### config.mk
export PLATFORM = sky130hd
export DESIGN_NAME = load_store_unit
export DESIGN_NICKNAME = d
export VERILOG_FILES = /design/src/rtl/lsu_pkg.sv /design/src/rtl/byte_lane_merge.sv /design/src/rtl/load_store_unit.sv
export SDC_FILE = /design/constraint.sdc
export NUM_CORES = 1
export LEC_CHECK = 0
export CAP_MARGIN = 20
export CORE_ASPECT_RATIO = 1.5
export CORE_MARGIN = 5
export CORE_UTILIZATION = 46
export DETAILED_ROUTE_END_ITERATION = 7
export GPL_TIMING_DRIVEN = 1
export PLACE_DENSITY = 0.84
export SLEW_MARGIN = 25
export SYNTH_ARGS = -nofsm -noshare
export SYNTH_HDL_FRONTEND = slang
export SYNTH_SLANG_ARGS = --single-unit
### constraint.sdc
create_clock -name clk -period 2.4 [get_ports clk]
set_input_delay 0.36 -clock clk [delete_from_list [all_inputs] [get_ports clk]]
set_output_delay 0.36 -clock clk [all_outputs]
set_load 0.03 [all_outputs]
### src/rtl/lsu_pkg.sv
// Shared types and constants for the load/store unit and its byte-lane helper.
package lsu_pkg;

    typedef enum logic [2:0] {
        ST_IDLE,
        ST_ISSUE,
        ST_WAIT,
        ST_WRITE,
        ST_DONE
    } lsu_state_e;

    localparam int unsigned LSU_MEM_WORDS = 256;
    localparam int unsigned LANE_W        = 8;
    localparam int unsigned LANE_SEL_W    = 2;

endpackage

### src/rtl/byte_lane_merge.sv
// Combinational byte-lane helper: zero-extended byte extraction and byte-into-word merge.
module byte_lane_merge
    import lsu_pkg::*;
#(
    parameter int unsigned DATA_W = 32
) (
    input  logic [DATA_W-1:0]     word_in,
    input  logic [LANE_SEL_W-1:0] lane,
    input  logic [LANE_W-1:0]     new_byte,
    output logic [DATA_W-1:0]     byte_ext,
    output logic [DATA_W-1:0]     merged
);

    always_comb begin
        byte_ext = '0;
        merged   = word_in;
        // Little-endian lanes: lane k occupies bits [8k+7:8k].
        for (int unsigned k = 0; k < DATA_W / LANE_W; k++) begin
            if (32'(lane) == k) begin
                byte_ext[LANE_W-1:0]       = word_in[k*LANE_W +: LANE_W];
                merged[k*LANE_W +: LANE_W] = new_byte;
            end
        end
    end

endmodule

### src/rtl/load_store_unit.sv
// MEM-stage master for dataMemory: one load/store at a time, byte stores done as read-modify-write.
module load_store_unit
    import lsu_pkg::*;
#(
    parameter int unsigned DATA_W    = 32,
    parameter int unsigned ADDR_W    = 32,
    parameter int unsigned MEM_WORDS = LSU_MEM_WORDS
) (
    input  logic              clk,
    input  logic              reset,
    input  logic              req_valid,
    output logic              req_ready,
    input  logic              req_load,
    input  logic              req_byte,
    input  logic [ADDR_W-1:0] req_addr,
    input  logic [DATA_W-1:0] req_wdata,
    output logic              rsp_valid,
    output logic [DATA_W-1:0] rsp_rdata,
    output logic              rsp_err,
    output logic [ADDR_W-1:0] mem_addr,
    output logic [DATA_W-1:0] mem_wdata,
    input  logic [DATA_W-1:0] mem_rdata,
    output logic              mem_en,
    output logic              mem_rnw
);

    localparam logic [ADDR_W-1:0] MEM_WORDS_A = ADDR_W'(MEM_WORDS);

    lsu_state_e        state_q, state_d;
    logic              load_q,  load_d;
    logic              byte_q,  byte_d;
    logic [ADDR_W-1:0] addr_q,  addr_d;
    logic [DATA_W-1:0] wdata_q, wdata_d;
    logic [DATA_W-1:0] rdata_q, rdata_d;
    logic              err_q,   err_d;

    logic [ADDR_W-1:0] req_word_idx;
    logic              req_err;
    logic [DATA_W-1:0] lane_byte;
    logic [DATA_W-1:0] lane_merged;

    assign req_word_idx = {2'b00, req_addr[ADDR_W-1:2]};
    assign req_err      = (!req_byte && (req_addr[1:0] != 2'b00)) || (req_word_idx >= MEM_WORDS_A);

    // Index stays latched through every busy state so dataMemory never sees a stray address.
    assign mem_addr = {2'b00, addr_q[ADDR_W-1:2]};

    byte_lane_merge #(
        .DATA_W (DATA_W)
    ) u_lane (
        .word_in  (mem_rdata),
        .lane     (addr_q[LANE_SEL_W-1:0]),
        .new_byte (wdata_q[LANE_W-1:0]),
        .byte_ext (lane_byte),
        .merged   (lane_merged)
    );

    always_comb begin
        state_d   = state_q;
        load_d    = load_q;
        byte_d    = byte_q;
        addr_d    = addr_q;
        wdata_d   = wdata_q;
        rdata_d   = rdata_q;
        err_d     = err_q;
        req_ready = 1'b0;
        rsp_valid = 1'b0;
        rsp_rdata = '0;
        rsp_err   = 1'b0;
        mem_en    = 1'b0;
        mem_rnw   = 1'b1;
        mem_wdata = '0;

        case (state_q)
            ST_IDLE: begin
                req_ready = 1'b1;
                if (req_valid) begin
                    load_d  = req_load;
                    byte_d  = req_byte;
                    addr_d  = req_addr;
                    wdata_d = req_wdata;
                    rdata_d = '0;
                    err_d   = req_err;
                    state_d = req_err ? ST_DONE : ST_ISSUE;
                end
            end
            ST_ISSUE: begin
                mem_en = 1'b1;
                if (!load_q && !byte_q) begin
                    mem_rnw   = 1'b0;
                    mem_wdata = wdata_q;
                    state_d   = ST_DONE;
                end else begin
                    state_d = ST_WAIT;
                end
            end
            ST_WAIT: begin
                if (load_q) begin
                    rdata_d = byte_q ? lane_byte : mem_rdata;
                    state_d = ST_DONE;
                end else begin
                    // The merged word reuses the store-data register for the write-back cycle.
                    wdata_d = lane_merged;
                    state_d = ST_WRITE;
                end
            end
            ST_WRITE: begin
                mem_en    = 1'b1;
                mem_rnw   = 1'b0;
                mem_wdata = wdata_q;
                state_d   = ST_DONE;
            end
            ST_DONE: begin
                rsp_valid = 1'b1;
                rsp_rdata = rdata_q;
                rsp_err   = err_q;
                state_d   = ST_IDLE;
            end
            default: state_d = ST_IDLE;
        endcase
    end

    always_ff @(posedge clk) begin
        if (!reset) begin
            state_q <= ST_IDLE;
            load_q  <= 1'b0;
            byte_q  <= 1'b0;
            addr_q  <= '0;
            wdata_q <= '0;
            rdata_q <= '0;
            err_q   <= 1'b0;
        end else begin
            state_q <= state_d;
            load_q  <= load_d;
            byte_q  <= byte_d;
            addr_q  <= addr_d;
            wdata_q <= wdata_d;
            rdata_q <= rdata_d;
            err_q   <= err_d;
        end
    end

endmodule
==> results.sh, run 1 <==
export IMPL_report_final_hold_viol_count=0
export IMPL_drt_wl_total_um=17000
export IMPL_worstPathRequired_ns=2.04
export IMPL_grt_max_degree=59
export IMPL_skew_ns=0.00827
export IMPL_netlist_area_um2=5120
export IMPL_antenna_left=0
export IMPL_cts_root_buf="clkbuf_16"
export IMPL_path_cells="inv_1 > nor3_4 > buf_4 > clkdlybuf4s50_1"
export IMPL_yosysMostFrequentCell="dfxtp_1"
export IMPL_netlist_top_cells_area="dfxtp_1 (40%), and2_1 (9.2%), mux2i_1 (7.6%)"
export IMPL_startpoint_type="flop"
export IMPL_worstSkewPairLatency_ns=0.35
export IMPL_clock_sinks=102
export IMPL_synth_cell_types=39
export IMPL_io_pins=202
export IMPL_fmax_ghz=0.432
export IMPL_synthFlopType="dfxtp_1"
export IMPL_max_cap_viol_count=0
export IMPL_cts_clk_slew_worst_paths_ns=0.07
export IMPL_whs_ns=0.454
export IMPL_relSlewSlack=0.387
export IMPL_finalCritPeriodShare=0.965
export IMPL_antenna_found_initial=0
export IMPL_yosysWarnings=0
export IMPL_synthCells=616
export IMPL_drt_iter0_drc=385
export IMPL_cp_max_fo=9
export IMPL_cts_inserted_buffers=9
export IMPL_synth_commonest_cells="dfxtp_1 (102), and2_1 (75), nand2_1 (71)"
export IMPL_tightest_slew_ns=0.919
export IMPL_grt_pass1_vias=4926
export IMPL_synth_edff_count=0
export IMPL_n_fill_cell=925
export IMPL_dieArea_um2=13400
export IMPL_rsz0062_at_grt="no"
export IMPL_synth_adder_area_share=0
export IMPL_area_growth_pct=42.1
export IMPL_drc=0
export IMPL_htreeDepth=3
export IMPL_synth_seq_cells=102
export IMPL_fin_ws_ns=0.0840
export IMPL_regArea_um2=2040
export IMPL_drv_slew=0
export IMPL_synth_simple_area_share=0.239
export IMPL_cts_hold_buf=0
export IMPL_nNetsFinal=867
export IMPL_core_um2=11000
export IMPL_ctsLongestPathBuffers=2
export IMPL_initial_core_util=0.466
export IMPL_grt_overflow_total=0
export IMPL_power_density_nw_per_um2=556
export IMPL_dr_total_vias=5016
export IMPL_dr_pass1_iters=5
export IMPL_drive_gt1_frac=0.136
export IMPL_crit_arrival_ns=1.96
export IMPL_multiInputGateArea_um2=2650
export IMPL_num_rows=47
export IMPL_grt_use_total=0.244
export IMPL_irDropWorstVdd_v=0.000398
export IMPL_gp_congestion=0.883
export IMPL_avgViaCountPerCell=5.46
export IMPL_dp_cells=902
export IMPL_p_leak_nw=3.13
export IMPL_numPortBuffers=199
export IMPL_max_stage_delay_ns=0.67
export IMPL_die_h_um=139
export IMPL_preCtsSetupSlack_ns=0.0568
export IMPL_cp_slowest_cell="clkdlybuf4s50_1"
export IMPL_synthMuxAreaShare=0.0828
export IMPL_synthArstFlopShare=0
export IMPL_yosysSeqAreaShare=0.399
export IMPL_stdcell_count=918
export IMPL_status="finished clean"
export IMPL_die_x_um=96.2
export IMPL_cts_tree="built"
export IMPL_synth_top_area_frac=0.399
export IMPL_synth_xor_area_frac=0
export IMPL_fin_crit_ns=2.32
export IMPL_synth_top_family_by_area="simple AND/OR/NAND/NOR gates"
export IMPL_final_core_util=0.662
export IMPL_n_antenna_cell=0
export IMPL_tns_ns=0
export IMPL_hpwl_um=13000
export IMPL_endpoint_kind="output pin"
export IMPL_grt_pass1_wl_um=25600
export IMPL_avgRoutedWirePerCell_um=18.5
export IMPL_path_class="flop to output pin"
export IMPL_setup_violations=0
export IMPL_synth_compound_area_frac=0.189
export IMPL_yosys_area_top_type="dfxtp_1"
export IMPL_syn_avg_cell_area_um2=8.32
export IMPL_hp_class="flop to flop"
final timing paths:
check                          startpoint                       end  slack, ns  cells after the start
setup / recovery  state_q[2]$_SDFFE_PN0N_                 rsp_valid       0.08                      4
hold / removal    addr_q[14]$_SDFFE_PN0P_   addr_q[14]$_SDFFE_PN0P_       0.45                      2
setup reg to reg  state_q[1]$_SDFFE_PN0N_  wdata_q[25]$_SDFFE_PN0P_       0.51                      6
hold reg to reg   addr_q[14]$_SDFFE_PN0P_   addr_q[14]$_SDFFE_PN0P_       0.45                      2
kinds of logic (layout without fill, tap and decap cells):
group	Yosys count	in the layout
and+or+nand+nor	246	246
AOI/OAI and AO/OA	142	142
DFF	102	102
buffers and inverters	84	238
muxes	41	41
other	1	2
cell type report:
class | count | share of cell area
Tap cell | 147 | 0.0253
Clock buffer | 9 | 0.0309
Clock inverter | 7 | 0.0134
Inverter | 4 | 0.00206
Timing Repair Buffer | 218 | 0.284
Multi-Input combinational cell | 431 | 0.364
Sequential cell | 102 | 0.281
cells in the final DEF (no fill, tap or decap), types with 11 or more instances in the layout:
cell type / instances
nand2b_1: 11
clkdlybuf4s50_1: 138
a22o_1: 25
a22oi_1: 25
nand2_1: 71
a21oi_1: 60
mux2i_1: 39
nor2_1: 64
and2_1: 75
dfxtp_1: 100
buf_4: 71
per-stage QoR:
stage                     instance area [um^2]  total power [W]
after floorplan                           5130          0.00220
after global placement                    6930          0.00250
after detailed placement                  6930          0.00251
after CTS                                 7260          0.00407
after global routing                      7280          0.00419
final                                     7280          0.00405
worst max-delay path: cells and delay by family, from the launching register on:
kind                   cells  cell delay, ns
buffers and inverters      3            0.95
flip-flops                 1            0.33
AND/OR/NAND/NOR            1            0.32
state kept, by name, indices dropped and copies added (netlist names):
| register | count |
|---|---|
| load_q | 1 |
| byte_q | 1 |
| state_q | 3 |
| err_q | 1 |
| addr_q | 32 |
| rdata_q | 32 |
| wdata_q | 32 |
report_power, final:
| part | leakage [nW] | switching [W] | internal (W) |
|---|---|---|---|
| Sequential | 0.835 | 0.0000573 | 0.00177 |
| Clock | 0.152 | 0.000649 | 0.000917 |
| Combinational | 2.14 | 0.000335 | 0.000323 |
| Total | 3.13 | 0.00104 | 0.00301 |
per-layer routing:
metal  track usage  routed length [um]  share of wire
met2         0.424                8890           0.52
met1         0.289                6490           0.38
met4         0.118                 624          0.037
met5             0                   0              0
met3        0.0313                 962          0.057
timing repair:
action | 4_1_cts | 5_1_grt
pin swaps | 0 | 0
gates resized for setup | 2 | 5
setup buffers | 0 | 0
setup endpoints to repair | 9 | 13
Power figures use the tool's default switching activity.
==> run 2: changes to the inputs <==
--- a/config.mk
+++ b/config.mk
@@ -9,6 +9,7 @@
 export CORE_ASPECT_RATIO = 1.5
 export CORE_MARGIN = 5
 export CORE_UTILIZATION = 46
+export CTS_CLUSTER_DIAMETER = 150
 export DETAILED_ROUTE_END_ITERATION = 7
 export GPL_TIMING_DRIVEN = 1
 export PLACE_DENSITY = 0.84
==> results of run 2 <==
The final DEF is identical to that of run 1; final timing and power are the same.
==> run 3: changes to the inputs <==
--- a/config.mk
+++ b/config.mk
@@ -6,13 +6,14 @@
 export NUM_CORES = 1
 export LEC_CHECK = 0
 export CAP_MARGIN = 20
+export CELL_PAD_IN_SITES_DETAIL_PLACEMENT = 1
+export CELL_PAD_IN_SITES_GLOBAL_PLACEMENT = 2
 export CORE_ASPECT_RATIO = 1.5
-export CORE_MARGIN = 5
-export CORE_UTILIZATION = 46
+export CORE_UTILIZATION = 26
 export CTS_CLUSTER_DIAMETER = 150
 export DETAILED_ROUTE_END_ITERATION = 7
 export GPL_TIMING_DRIVEN = 1
-export PLACE_DENSITY = 0.84
+export PLACE_DENSITY_LB_ADDON = 0.1
 export SLEW_MARGIN = 25
 export SYNTH_ARGS = -nofsm -noshare
 export SYNTH_HDL_FRONTEND = slang
==> results.sh, run 3 (synthesis gave the netlist of run 1 again) <==
export IMPL_cts_inserted_buffers=9
export IMPL_cts_tree="built"
export IMPL_max_stage_delay_ns=0.47
export IMPL_avgRoutedWirePerCell_um=18.8
export IMPL_hp_class="flop to flop"
export IMPL_cp_slowest_cell="dfxtp_1"
export IMPL_grt_overflow_total=0
export IMPL_stdcell_count=1033
export IMPL_drt_wl_total_um=19400
export IMPL_cts_hold_buf=0
export IMPL_numPortBuffers=199
export IMPL_initial_core_util=0.266
export IMPL_irDropWorstVdd_v=0.000300
export IMPL_power_density_nw_per_um2=519
export IMPL_path_class="flop to output pin"
export IMPL_final_area_um2=7760
export IMPL_final_cell_mix="clkdlybuf4s50_1 (132), dfxtp_1 (101), and2_1 (75)"
export IMPL_final_core_util=0.403
export IMPL_relSlewSlack=0.539
export IMPL_drive_gt1_frac=0.154
export IMPL_status="finished clean"
export IMPL_clock_sinks=102
export IMPL_report_final_hold_viol_count=0
export IMPL_cts_root_buf="clkbuf_16"
export IMPL_avgViaCountPerCell=4.76
export IMPL_dp_cells=1016
export IMPL_rsz0062_at_grt="no"
export IMPL_design_power_total_w=0.00403
export IMPL_fmax_ghz=0.434
export IMPL_fin_ws_ns=0.0973
export IMPL_grt_pass1_vias=5124
export IMPL_largestRegisters="addr_q x32, rdata_q x32, wdata_q x32"
export IMPL_worstPathRequired_ns=2.04
export IMPL_htreeDepth=3
export IMPL_die_h_um=174
export IMPL_drt_iter0_drc=175
export IMPL_grt_use_total=0.195
export IMPL_n_fill_cell=2320
export IMPL_finalCritPeriodShare=0.959
export IMPL_path_cells="inv_1 > nor3_4 > buf_4 > and2_1 > buf_12"
export IMPL_setup_violations=0
export IMPL_ctsLongestPathBuffers=2
export IMPL_antenna_found_initial=0
export IMPL_core_um2=19200
export IMPL_drv_slew=0
export IMPL_dieArea_um2=20300
export IMPL_fin_crit_ns=2.30
export IMPL_p_leak_nw=3.19
export IMPL_preCtsSetupSlack_ns=-0.0374
export IMPL_multiInputGateArea_um2=2650
export IMPL_skew_ns=0.0109
export IMPL_n_antenna_cell=0
export IMPL_grt_pass1_wl_um=29500
export IMPL_tightest_slew_ns=0.692
export IMPL_antenna_left=0
export IMPL_endpoint_kind="output pin"
export IMPL_nNetsFinal=873
export IMPL_startpoint_type="flop"
export IMPL_max_cap_viol_count=0
export IMPL_hpwl_um=14900
export IMPL_worstSkewPairLatency_ns=0.35
export IMPL_grt_max_degree=41
export IMPL_dr_total_vias=4912
export IMPL_die_x_um=117
export IMPL_crit_arrival_ns=1.94
export IMPL_io_pins=202
export IMPL_cp_max_fo=16
export IMPL_area_growth_pct=51.4
export IMPL_final_common_cell="clkdlybuf4s50_1"
export IMPL_cts_clk_slew_worst_paths_ns=0.07
export IMPL_gp_congestion=0.757
export IMPL_placed_cell_area_um2=7430
export IMPL_num_rows=62
export IMPL_regArea_um2=2040
export IMPL_drc=0
export IMPL_dr_pass1_iters=5
run 3: cell types whose count changed in the layout (fill, tap and decap cells not counted), sizes merged, moves of 2 or more:
cell	before	now
clkdlybuf4s50	138	132
clkbuf	9	11
buf	77	91
clkinvlp	2	0
dlymetal6s2s	3	1
run 3: final timing paths:
| path | to | slack [ns] | cells after the start | from |
|---|---|---|---|---|
| hold / removal | addr_q[27]$_SDFFE_PN0P_ | 0.45 | 2 | addr_q[27]$_SDFFE_PN0P_ |
| hold reg to reg | addr_q[27]$_SDFFE_PN0P_ | 0.45 | 2 | addr_q[27]$_SDFFE_PN0P_ |
| setup reg to reg | rdata_q[0]$_SDFFE_PN0P_ | 0.36 | 4 | state_q[1]$_SDFFE_PN0N_ |
| setup / recovery | rsp_rdata[9] | 0.1 | 5 | state_q[2]$_SDFFE_PN0N_ |
run 3: report_power, final:
group	switching (W)	internal (W)	total, W
logic	0.000343	0.000330	0.000674
registers	0.0000604	0.00177	0.00183
clock network	0.000688	0.000841	0.00153
run 3: layout make-up:
class	instances	area share
Clock inverter	5	0.00742
Multi-Input combinational cell	431	0.342
Clock buffer	11	0.0313
Inverter	4	0.00194
Sequential cell	102	0.263
Timing Repair Buffer	224	0.313
Tap cell	256	0.0413
run 3: critical path: cells and delay by family (launching register included):
kind	cells	cell delay [ns]
flops	1	0.47
buf+inv	3	0.55
simple gates	2	0.58
run 3: repair_timing:
action	CTS	global route
endpoints found under the setup margin	61	37
resized for setup	2	3
pin swaps	0	1
hold endpoints to repair	0	0
gates cloned	0	0
setup buffers	0	1
run 3: layer usage:
metal / vias up / global-route usage / share of wire
met4: 0 / 0.0496 / 0.011
met5: - / 0 / 0
met2: 129 / 0.365 / 0.54
li1: 2383 / - / -
met1: 2386 / 0.221 / 0.40
met3: 14 / 0.0387 / 0.051
run 3: per-stage QoR:
stage	hold WS, ns	TNS (ns)
after global routing	0.475	0
final	0.453	0
after global placement	0.441	0
after floorplan	0.434	0
after detailed placement	0.448	-0.0374
after CTS	0.458	0
